--- config.mk ---
export PLATFORM = sky130hd
export DESIGN_NAME = alu_scheduler
export DESIGN_NICKNAME = d
export VERILOG_FILES = /design/src/rtl/alu_sched_pkg.sv /design/src/rtl/rr_arb2.sv /design/src/rtl/alu_scheduler.sv
export SDC_FILE = /design/constraint.sdc
export NUM_CORES = 1
export LEC_CHECK = 0
export ABC_AREA = 0
export BUFFER_PORTS_ARGS = -buffer_cell sky130_fd_sc_hd__buf_4
export CELL_PAD_IN_SITES_DETAIL_PLACEMENT = 0
export CELL_PAD_IN_SITES_GLOBAL_PLACEMENT = 1
export CORE_ASPECT_RATIO = 0.5
export CORE_MARGIN = 2
export CORE_UTILIZATION = 35
export CTS_CLUSTER_SIZE = 40
export DETAILED_ROUTE_END_ITERATION = 8
export GPL_TIMING_DRIVEN = 0
export PLACE_DENSITY_LB_ADDON = 0.2
export SETUP_SLACK_MARGIN = 0.5
export SKIP_CTS_REPAIR_TIMING = 1
export SYNTH_ARGS = -nofsm -noshare
export SYNTH_HDL_FRONTEND = slang
export SYNTH_SLANG_ARGS = --single-unit
--- constraint.sdc ---
create_clock -name clk -period 14.94 [get_ports clk]
set_input_delay 2.241 -clock clk [delete_from_list [all_inputs] [get_ports clk]]
set_output_delay 2.241 -clock clk [all_outputs]
set_load 0.05 [all_outputs]
--- src/rtl/alu_sched_pkg.sv ---
// rtl/alu_sched_pkg.sv - shared types and constants for the two-requester ALU scheduler
//
// Purpose : opcode encodings, FSM state enum, special-case result constants
//           and the captured-operation record used by alu_scheduler.
// Ports   : none (package).

package alu_sched_pkg;

  localparam int SCHED_DATA_W = 8;
  localparam int SCHED_OP_W   = 3;

  // Opcode encodings; anything above OP_REM is illegal.
  localparam logic [SCHED_OP_W-1:0] OP_ADD = 3'b000;
  localparam logic [SCHED_OP_W-1:0] OP_SUB = 3'b001;
  localparam logic [SCHED_OP_W-1:0] OP_MUL = 3'b010;
  localparam logic [SCHED_OP_W-1:0] OP_DIV = 3'b011;
  localparam logic [SCHED_OP_W-1:0] OP_REM = 3'b100;

  // Result returned for divide by zero and for an illegal opcode.
  localparam logic [SCHED_DATA_W-1:0] DIV0_RESULT    = 8'hFF;
  localparam logic [SCHED_DATA_W-1:0] ILLEGAL_RESULT = 8'h00;

  typedef enum logic [1:0] {
    ST_IDLE = 2'd0,
    ST_EXEC = 2'd1,
    ST_RESP = 2'd2
  } sched_state_t;

  // One accepted operation, frozen at acceptance so the requester may
  // change its inputs while the operation is in flight.
  typedef struct packed {
    logic                    id;
    logic [SCHED_DATA_W-1:0] a;
    logic [SCHED_DATA_W-1:0] b;
    logic [SCHED_OP_W-1:0]   op;
  } sched_op_t;

  function automatic logic op_is_legal(input logic [SCHED_OP_W-1:0] op);
    return (op <= OP_REM);
  endfunction

endpackage

--- src/rtl/rr_arb2.sv ---
// rtl/rr_arb2.sv - two-way round-robin arbiter, purely combinational
//
// Purpose : grant one of two requesters; on contention the requester that
//           was not granted last wins.
// Ports   : req  [1:0] in  - request vector, bit i = requester i
//           last       in  - index of the requester granted most recently
//           gnt  [1:0] out - one-hot grant (all zero when no request)

module rr_arb2 (
  input  logic [1:0] req,
  input  logic       last,
  output logic [1:0] gnt
);

  always_comb begin
    gnt = 2'b00;
    case (req)
      2'b01:   gnt = 2'b01;
      2'b10:   gnt = 2'b10;
      2'b11:   gnt = last ? 2'b01 : 2'b10;
      default: gnt = 2'b00;
    endcase
  end

endmodule

--- src/rtl/alu_scheduler.sv ---
// rtl/alu_scheduler.sv - arbitrates two requesters onto one ALU, one op in flight
//
// Purpose : IDLE grants one requester (round-robin) and captures its
//           operands, EXEC computes and registers the result, RESP holds
//           the response until the consumer takes it.
// Ports   : clk, rst (async, active high)
//           req0_valid/req0_ready/req0_a/req0_b/req0_op - requester 0
//           req1_valid/req1_ready/req1_a/req1_b/req1_op - requester 1
//           rsp_valid/rsp_ready/rsp_id/rsp_result/rsp_err - response

module alu_scheduler
  import alu_sched_pkg::*;
#(
  parameter int DATA_W = 8,
  parameter int OP_W   = 3
) (
  input  logic              clk,
  input  logic              rst,
  input  logic              req0_valid,
  output logic              req0_ready,
  input  logic [DATA_W-1:0] req0_a,
  input  logic [DATA_W-1:0] req0_b,
  input  logic [OP_W-1:0]   req0_op,
  input  logic              req1_valid,
  output logic              req1_ready,
  input  logic [DATA_W-1:0] req1_a,
  input  logic [DATA_W-1:0] req1_b,
  input  logic [OP_W-1:0]   req1_op,
  output logic              rsp_valid,
  input  logic              rsp_ready,
  output logic              rsp_id,
  output logic [DATA_W-1:0] rsp_result,
  output logic              rsp_err
);

  sched_state_t      state, state_nxt;
  logic              last_q;
  logic [1:0]        gnt;
  logic              accept;
  sched_op_t         cap_q;
  sched_op_t         cap_nxt;
  logic [DATA_W-1:0] alu_result;
  logic              alu_err;

  rr_arb2 u_arb (
    .req  ({req1_valid, req0_valid}),
    .last (last_q),
    .gnt  (gnt)
  );

  // Acceptance only exists in IDLE; rst also forces it low so no ready
  // pulse leaks out during the asynchronous reset window.
  assign accept = (state == ST_IDLE) && (gnt != 2'b00) && !rst;

  // ---------------- FSM: state register ----------------
  always_ff @(posedge clk or posedge rst) begin
    if (rst) begin
      state <= ST_IDLE;
    end else begin
      state <= state_nxt;
    end
  end

  // ---------------- FSM: next state ----------------
  always_comb begin
    state_nxt = state;
    case (state)
      ST_IDLE: if (accept) state_nxt = ST_EXEC;
      ST_EXEC: state_nxt = ST_RESP;
      ST_RESP: if (rsp_ready) state_nxt = ST_IDLE;
      default: state_nxt = ST_IDLE;
    endcase
  end

  // ---------------- FSM: outputs ----------------
  always_comb begin
    req0_ready = 1'b0;
    req1_ready = 1'b0;
    rsp_valid  = 1'b0;
    case (state)
      ST_IDLE: begin
        req0_ready = accept && gnt[0];
        req1_ready = accept && gnt[1];
      end
      ST_RESP: rsp_valid = 1'b1;
      default: ;
    endcase
  end

  // Operand mux feeding the capture register, selected by the grant.
  always_comb begin
    cap_nxt = cap_q;
    if (gnt[1]) begin
      cap_nxt.id = 1'b1;
      cap_nxt.a  = req1_a;
      cap_nxt.b  = req1_b;
      cap_nxt.op = req1_op;
    end else begin
      cap_nxt.id = 1'b0;
      cap_nxt.a  = req0_a;
      cap_nxt.b  = req0_b;
      cap_nxt.op = req0_op;
    end
  end

  // Capture register and round-robin pointer. The pointer resets to 1 so
  // that requester 0 wins the first contended grant.
  always_ff @(posedge clk or posedge rst) begin
    if (rst) begin
      cap_q  <= '0;
      last_q <= 1'b1;
    end else if (accept) begin
      cap_q  <= cap_nxt;
      last_q <= gnt[1];
    end
  end

  // ---------------- ALU on captured operands ----------------
  always_comb begin
    alu_result = ILLEGAL_RESULT;
    alu_err    = 1'b1;
    if (op_is_legal(cap_q.op)) begin
      alu_err = 1'b0;
      case (cap_q.op)
        OP_ADD: alu_result = cap_q.a + cap_q.b;
        OP_SUB: alu_result = cap_q.a - cap_q.b;
        OP_MUL: alu_result = cap_q.a * cap_q.b;
        OP_DIV: begin
          if (cap_q.b == '0) begin
            alu_result = DIV0_RESULT;
            alu_err    = 1'b1;
          end else begin
            alu_result = cap_q.a / cap_q.b;
          end
        end
        OP_REM: begin
          // Remainder by zero passes the dividend through.
          if (cap_q.b == '0) begin
            alu_result = cap_q.a;
            alu_err    = 1'b1;
          end else begin
            alu_result = cap_q.a % cap_q.b;
          end
        end
        default: begin
          alu_result = ILLEGAL_RESULT;
          alu_err    = 1'b1;
        end
      endcase
    end
  end

  // Response registers load only in EXEC, so they stay frozen through RESP
  // however long the consumer stalls.
  always_ff @(posedge clk or posedge rst) begin
    if (rst) begin
      rsp_result <= '0;
      rsp_err    <= 1'b0;
      rsp_id     <= 1'b0;
    end else if (state == ST_EXEC) begin
      rsp_result <= alu_result;
      rsp_err    <= alu_err;
      rsp_id     <= cap_q.id;
    end
  end

endmodule

==> run summary <==
Status: finished, final reports clean
Layout cells sized above 1: 13.1%
Worst path max stage delay: 0.60 ns
Synthesized Nets: 716
Largest net degree at the start of global routing: 34
DRT Pass-1 Iters: 6
Initial core utilization: 35.7%
Synth Register Bits: 33
Vias in the first global route: 4275
Final Max Tran Viols: 0
Post-route cell area: 5700 um^2
Detailed placement HPWL: 11600 um
Worst-path maximum fanout: 15
Synth cell types: 66
Setup TNS: 0 ns
Commonest non-fill, non-tap cells in the layout: 64 x ha_1, 57 x buf_4, 52 x nand2_1, 48 x a21oi_1, 47 x nor2_1
Maximum clock path buffer count: 2
Hold Fails Final Rpt: 0
Inserted Clock Buffers: 5
GP Congestion: 0.897
Relative slew slack: 38.7%
Initial antenna violation count: 0
Share of synthesized registers carrying an async set or reset: 100%
CTS root buf: clkbuf_16
Final setup vio count: 0
EDFF count, synth: 0
Critical Path Source Type: flip-flop
Total GRT Usage: 20.2%
Post-Synth Adder-Cell Area: 22.3%
Worst-case clock skew: 0.00641 ns
CTS HTree Levels: 2
Hold Slack: 0.471 ns
GRT overflow: 0
Yosys Warn Count: 0
Die Y: 87.2 um
Slew at the pin closest to its max-slew limit: 0.917 ns
CP Class: reg2reg
Total Wirelength: 14300 um
Antenna Nets Post-Route: 0
Final period util: 89.4%
Vias: 4449
Ant. Diodes: 0
Worst setup EP type: flip-flop
RSZ-0062 raised after global routing: false
Die area: 14900 um^2
Routed wire per std cell: 16.7 um
Via/cell ratio: 5.23
Syn Std Cell Area: 4840 um^2
Initial DRC count: 194
Mux cell area share after synthesis: 7.78%
Clk_lat worst skew: 0.28 ns
Largest family of logic cells by synthesized area: adder cells
Port bufs: 55
Slowest cell on crit path: o21ai_1
Post-synthesis compound-gate area fraction: 22.0%
Die W: 170 um
Most common cell after layout, fill and taps aside: ha_1
Sink Count: 33
Core area: 13600 um^2
I/O pin count: 56
Fill cells: 1417
Remaining DRCs: 0
Area grow syn2layout: 17.7%
Placed cell area: 5500 um^2
Cells after Synth: 595
Row count: 30
Post-synthesis sequential area ratio: 17.1%
Nets: 779
Clk pin slew, worst setup/hold paths: 0.06 ns
Ys flop type: dfrtp_1
Max-cap violations: 0
Fraction of the mapped netlist area in simple logic gates: 17.0%
Synth Area in XOR/XNOR: 8.14%
Worst EP arrival: 13.52 ns
Final Util: 42.1%
Fin crit period: 13.35 ns
Worst Path Required: 15.10 ns
Hold Path Class: reg2reg
First-pass GRT wire length: 23200 um
Avg Cell Area, Syn: 8.14 um^2
Fmax achieved: 74.9 MHz
CTS tree: built
[sequential cells by signal (all words and copies together), names as in the netlist]
name / cells
last_q: 1
state: 2
cap_q: 20
rsp_result: 8
rsp_id: 1
rsp_err: 1
[logic make-up (layout without fill, tap and decap cells)]
kind of cell	count (synthesis)	in the layout
multiplexers	35	35
AND/OR/NAND/NOR	171	171
XOR/XNOR	45	45
AO/OA/AOI/OAI	163	163
buffers and inverters	70	134
adder cells (fa/ha/maj)	78	78
flip-flops	33	33
[worst paths after layout]
check                           startpoint            end  slack, ns  cells past startpoint
min in group asynchronous              rst         rsp_id       1.88                      2
worst min-delay path             cap_q[19]      cap_q[19]       0.47                      1
worst max-delay path              cap_q[4]  rsp_result[0]       1.59                     46
max in group asynchronous              rst        rsp_err      12.65                      3
worst max register to register    cap_q[4]  rsp_result[0]       1.59                     46
worst min register to register   cap_q[19]      cap_q[19]       0.47                      1
[layer usage]
| metal | global-route usage (%) | share of wire [%] |
|---|---|---|
| met5 | 0 | 0 |
| met1 | 30.4 | 51 |
| met3 | 2.36 | 6.2 |
| met2 | 31.5 | 42 |
| met4 | 2.72 | 0.66 |
[cell usage after synthesis, types with 12 or more instances]
| master | number | area, um^2 |
|---|---|---|
| mux2i_1 | 26 | 260 |
| nor2_1 | 47 | 176 |
| fa_1 | 14 | 280 |
| nand2_1 | 52 | 195 |
| ha_1 | 64 | 801 |
| dfrtp_1 | 32 | 801 |
| a21oi_1 | 48 | 240 |
| xor2_1 | 12 | 105 |
| o21ai_0 | 35 | 175 |
| inv_1 | 46 | 173 |
| clkbuf_1 | 17 | 63.8 |
| a21o_1 | 14 | 105 |
| xnor2_1 | 33 | 289 |
| or3_1 | 13 | 81.3 |
[worst max-delay path, delay by kind of cell, from the launching register on]
| family | cells | cell delay, ns |
|---|---|---|
| adder cells (fa/ha/maj) | 7 | 2.35 |
| multiplexers | 3 | 1.11 |
| AND/OR/NAND/NOR | 9 | 2.03 |
| AO/OA/AOI/OAI | 23 | 6.14 |
| buffers and inverters | 4 | 1.25 |
| flip-flops | 1 | 0.32 |
[per-stage QoR]
step / worst slack, ns / instances
after floorplan: 3.72 / 595
after global placement: 1.23 / 842
after detailed placement: 1.34 / 842
after CTS: 1.28 / 850
after global routing: 0.635 / 851
final: 1.59 / 851
[final cells by class]
type / count / area (um^2) / area share (%)
clock inverters: 2 / 37.5 / 0.659
multi-input cells: 492 / 3750 / 65.8
inverters: 47 / 176 / 3.10
well taps: 192 / 240 / 4.22
repair buffers: 56 / 433 / 7.60
clock buffers: 6 / 139 / 2.44
plain buffers: 23 / 95.1 / 1.67
flip-flops and latches: 33 / 827 / 14.5
Power is not shown: default switching activity piles up to over one toggle a cycle in this logic, so the estimate is an artifact.
